File: config.mk
export PLATFORM = sky130hd
export DESIGN_NAME = adc_serial_capture
export DESIGN_NICKNAME = d
export VERILOG_FILES = /design/src/rtl/adc_serial_capture.sv
export SDC_FILE = /design/constraint.sdc
export NUM_CORES = 1
export LEC_CHECK = 0
export CAP_MARGIN = 20
export CORE_MARGIN = 2
export CORE_UTILIZATION = 55
export CTS_BUF_LIST = sky130_fd_sc_hd__clkbuf_8
export CTS_CLUSTER_SIZE = 14
export DETAILED_ROUTE_END_ITERATION = 7
export PLACE_DENSITY = 0.75
export SLEW_MARGIN = 10
export SYNTH_ARGS = -nofsm -noshare
export SYNTH_HDL_FRONTEND = slang
export SYNTH_SLANG_ARGS = --single-unit
File: constraint.sdc
create_clock -name clk -period 6.1 [get_ports clk]
set_input_delay 1.22 -clock clk [delete_from_list [all_inputs] [get_ports clk]]
set_output_delay 1.22 -clock clk [all_outputs]
set_load 0.01 [all_outputs]
File: src/rtl/adc_serial_capture.sv
// adc_serial_capture: captures one MSB-first DDR serial word per conversion.
// Optional saturating frame error counter: define ADC_CAPTURE_ERRCNT_EN.
module adc_serial_capture #(
  parameter int DATA_BITS      = 18,
  parameter int CAPTURE_DELAY  = 2,
  parameter int TIMEOUT_CYCLES = 640
) (
  input  logic                 clk,
  input  logic                 reset,
  input  logic                 cnv,
  input  logic                 adc_clk,
  input  logic                 sdo,
`ifdef ADC_CAPTURE_ERRCNT_EN
  input  logic                 err_count_clr,
  output logic [15:0]          err_count,
`endif
  output logic [DATA_BITS-1:0] sample_data,
  output logic                 sample_valid,
  output logic                 frame_err,
  output logic                 busy
);

  typedef enum logic [1:0] {
    IDLE,
    ARMED,
    SHIFT
  } state_t;

  localparam int CW = $clog2(DATA_BITS + 1);
  localparam logic [CW-1:0] LAST = CW'(DATA_BITS - 1);
  localparam logic [31:0] TMO_MAX = 32'(TIMEOUT_CYCLES - 1);

  state_t               state;
  logic                 cnv_d;
  logic                 adc_clk_d;
  logic                 cnv_rise;
  logic                 clk_edge;
  logic                 strb;
  logic                 last_bit;
  logic                 tmo_hit;
  logic [CW-1:0]        bit_cnt;
  logic [31:0]          tmo;
  logic [DATA_BITS-2:0] shift_reg;
  logic [DATA_BITS-1:0] shift_next;

  // Previous-cycle copies of the generator strobes for edge detection
  always_ff @(posedge clk or posedge reset) begin
    if (reset) begin
      cnv_d     <= 1'b0;
      adc_clk_d <= 1'b0;
    end else begin
      cnv_d     <= cnv;
      adc_clk_d <= adc_clk;
    end
  end

  assign cnv_rise = cnv & ~cnv_d;
  assign clk_edge = adc_clk ^ adc_clk_d;

  generate
    if (CAPTURE_DELAY == 0) begin : g_nodly
      assign strb = clk_edge;
    end else begin : g_dly
      logic [CAPTURE_DELAY-1:0] dly;

      // Delay the edge to line up with sdo after the ADC round trip
      always_ff @(posedge clk or posedge reset) begin
        if (reset) begin
          dly <= '0;
        end else begin
          dly[0] <= clk_edge;
          for (int i = 1; i < CAPTURE_DELAY; i++) begin
            dly[i] <= dly[i-1];
          end
        end
      end

      assign strb = dly[CAPTURE_DELAY-1];
    end
  endgenerate

  assign shift_next = {shift_reg, sdo};
  assign last_bit   = strb && (bit_cnt == LAST);
  assign tmo_hit    = (tmo == TMO_MAX);

  // Frame FSM: completion beats abort, abort beats timeout
  always_ff @(posedge clk or posedge reset) begin
    if (reset) begin
      state        <= IDLE;
      bit_cnt      <= '0;
      tmo          <= '0;
      shift_reg    <= '0;
      sample_data  <= '0;
      sample_valid <= 1'b0;
      frame_err    <= 1'b0;
      busy         <= 1'b0;
    end else begin
      sample_valid <= 1'b0;
      frame_err    <= 1'b0;
      unique case (state)
        IDLE: begin
          if (cnv_rise) begin
            state   <= ARMED;
            bit_cnt <= '0;
            tmo     <= '0;
            busy    <= 1'b1;
          end
        end
        ARMED, SHIFT: begin
          if (last_bit) begin
            sample_data  <= shift_next;
            shift_reg    <= shift_next[DATA_BITS-2:0];
            sample_valid <= 1'b1;
            bit_cnt      <= '0;
            tmo          <= '0;
            if (cnv_rise) begin
              state <= ARMED;
              busy  <= 1'b1;
            end else begin
              state <= IDLE;
              busy  <= 1'b0;
            end
          end else if (cnv_rise) begin
            frame_err <= 1'b1;
            state     <= ARMED;
            bit_cnt   <= '0;
            tmo       <= '0;
            busy      <= 1'b1;
          end else if (tmo_hit) begin
            frame_err <= 1'b1;
            state     <= IDLE;
            busy      <= 1'b0;
          end else begin
            tmo <= tmo + 32'd1;
            if (strb) begin
              shift_reg <= shift_next[DATA_BITS-2:0];
              bit_cnt   <= bit_cnt + 1'b1;
              state     <= SHIFT;
            end
          end
        end
        default: begin
          state <= IDLE;
          busy  <= 1'b0;
        end
      endcase
    end
  end

`ifdef ADC_CAPTURE_ERRCNT_EN
  // Saturating count of frame error pulses; clear has priority
  always_ff @(posedge clk or posedge reset) begin
    if (reset) begin
      err_count <= '0;
    end else if (err_count_clr) begin
      err_count <= '0;
    end else if (frame_err && err_count != 16'hFFFF) begin
      err_count <= err_count + 16'd1;
    end
  end
`endif

endmodule
==> summary.txt <==
Placed design
  • PortBufs: 25
  • Placed Area: 4260 um2
  • Placed cells: 471
  • Detailed Place HPWL: 5.53 mm
  • GP Congestion: 0.911

Power
  • Static Leakage: 0.00200 uW
  • Sequential share of power: 43.5%
  • Net Sw Frac: 34.8%
  • Clock power frac: 27.6%
  • Worst vdd ir: 189 uV
  • PD cells: 336 nW/um2
  • P_sw: 524 uW
  • Internal: 983 uW
  • Combinational Power Share: 28.9%
  • Power after layout: 1510 uW

Detailed routing
  • Antenna Nets Post-Route: 0
  • DR vias: 3047
  • WL final: 8.45 mm
  • 1st-pass router iterations: 5
  • DR DRC count: 0
  • Vias per cell: 6.24
  • Detailed router's first-iteration violation count: 232
  • WL/cell: 17.3 um

Yosys
  • Syn_nets: 378
  • Ys async rst share: 100%
  • Synth Flop Type: dfrtp_1
  • Post-synthesis cell area: 3970 um2
  • #FFs+latches synth: 81
  • Synth Instances: 368
  • Sequential fraction of the synthesis area: 51.0%
  • Unique masters post-synth: 50
  • Number of synthesized flops with an enable pin: 0
  • Synth warn: 0
  • Synthesized area per cell: 10.8 um2

Clocking
  • Cts hold-fix bufs: 0
  • CTS tree: built
  • Clock slew at reported path FFs: 0.09 ns
  • Clk_lat worst skew: 0.36 ns
  • Clk sink count: 81
  • Htree depth: 3
  • # Post-CTS Setup Buffers: 0
  • Post-cts resize count: 0
  • CTS Root Cell: clkbuf_8
  • TritonCTS Buffers: 9
  • Max clock buf depth: 2

GRT
  • Global Route Usage Sum: 23.6%
  • Vias in the first global route: 2966
  • Total gr overflow: 0
  • Global-route wire length before repair: 14.3 mm
  • Initial antenna violation count: 0
  • Largest net degree at the start of global routing: 82

Timing
  • # setup viols final: 0
  • Unrepaired setup endpoints after global routing: false
  • Max Transition Viols Final: 0
  • Total negative setup slack: 0 ns
  • Max Clk Rate: 0.300 GHz
  • Setup Skew: 0.0113 ns
  • Hold Slack: 0.354 ns
  • Period minus WS final: 3.33 ns
  • Period utilization: 54.6%
  • Fin. Hold Viols: 0
  • Slew headroom: 27.9%
  • Slew @ Worst Pin: 1.08 ns

Flow run
  • Max-Cap Viols: 0

Worst setup path
  • Crit. End Element: register
  • WP data required: 6.34 ns
  • Worst r2r path cells: 5
  • Crit-path max FO: 17
  • Crit Path Class: reg -> reg
  • Data arrival, critical path: 3.57 ns
  • Startpoint types: register
  • RR Startpoint: tmo[21]
  • R2r setup slk: 2.77 ns
  • RR Endpoint: shift_reg[11]

Floorplanning
  • Placeable Area: 6910 um2
  • Die Wd: 89.0 um
  • Die extent in y: 89.0 um
  • Top-Level Pins: 26
  • Starting density of the core: 57.5%
  • Die ar.: 7920 um2
  • Site row count: 30

Hold path
  • Hold Path Sink: g_dly.dly[1]
  • Hold WC Path Type: reg -> reg
  • Hold depth: 0
  • Min-Delay Startpoint: g_dly.dly[0]

Cells and area
  • Post-route cell area: 4490 um2
  • Area Growth Syn to Fin: 13.1%
  • Most common cell after layout, fill and taps aside: dfrtp_1
  • Commonest cells after routing, fill and taps aside: 81 x dfrtp_1, 25 x nand2_1, 25 x mux2_2, 25 x clkdlybuf4s50_1, 24 x a31oi_1
  • Max reg flops: 32
  • Share of cells above drive strength 1: 17.1%
  • Fin nets: 397
  • Non-Filler Instances: 488
  • ANT cells: 0

Status
  • Outcome: finished clean
cell usage after synthesis, drive strengths merged (3+ instances only):
library cell   n  share of area [%]
dfrtp         81                 51
nand2         25                2.4
a21o           5                1.0
o31ai         17                3.2
nand3         15                1.9
ha             5                1.6
a31oi         24                3.8
clkbuf        16                1.5
and3           8                1.3
a41oi          6                1.8
o21a           3               0.57
or4            4               0.76
buf            7                1.5
nand2b         3               0.47
nor4           5               0.79
inv            6               0.57
nor2          15                1.4
or3            3               0.47
a21oi         12                1.5
nor3          10                1.3
mux2          35                 11
o21ai         22                2.8
nand4         18                2.8
per-stage QoR:
step                      utilization (%)  setup slack [ns]
after global placement               61.7              2.50
after global routing                 65.0              2.50
after CTS                            64.7              2.80
after detailed placement             61.7              2.42
final                                65.0              2.77
after floorplan                         -              2.80
worst max-delay path by stage:
stage / from / endpoint / slack (ns) / cells after the start
2_1_floorplan: reset / adc_clk_d / 2.80 / 1
3_3_place_gp: cnv / tmo[9] / 2.50 / 6
3_5_place_dp: cnv / tmo[3] / 2.42 / 6
5_1_grt: cnv / tmo[4] / 2.50 / 6
6_report: tmo[21] / shift_reg[11] / 2.77 / 5
4_1_cts: tmo[21] / shift_reg[11] / 2.80 / 5
logic make-up (layout without fill, tap and decap cells):
group | after synthesis | after routing | share of synthesized area (%)
AO/OA/AOI/OAI | 100 | 100 | 17.0
XOR/XNOR | 1 | 1 | 0.221
adder cells (fa/ha/maj) | 5 | 5 | 1.58
buffers and inverters | 29 | 53 | 3.59
flip-flops | 81 | 81 | 51.0
multiplexers | 36 | 36 | 11.1
AND/OR/NAND/NOR | 116 | 116 | 15.4
worst max-delay path, cell delays in order (launching register included):
cell and delay (ns):
dfrtp_1 0.46, or4_1 0.57, or4_1 0.61, or2_1 0.40, a41oi_4 0.76, mux2_2 0.41
power by group through the flow:
stage / clock, uW / combinational [uW] / sequential (uW)
after floorplan: 0 / 352 / 648
after global placement: 0 / 424 / 659
after detailed placement: 0 / 435 / 663
after CTS: 423 / 435 / 654
after global routing: 444 / 488 / 667
final: 416 / 436 / 655
per-layer routing:
layer | vias up | GRT usage (%) | wire, um
li1 | 1432 | - | -
met5 | - | 0 | 0
met3 | 9 | 4.25 | 415
met2 | 99 | 36.0 | 3980
met1 | 1507 | 33.8 | 3930
met4 | 0 | 9.50 | 119
final cells by class:
cell class | count | area, um2
Clock buffer | 10 | 138
Clock inverter | 6 | 73.8
Fill cell | 545 | 2410
Inverter | 6 | 23.8
Multi-Input combinational cell | 258 | 1800
Sequential cell | 81 | 2030
Tap cell | 96 | 120
Timing Repair Buffer | 31 | 308
Note: power is estimated with default switching activity, not from simulation.
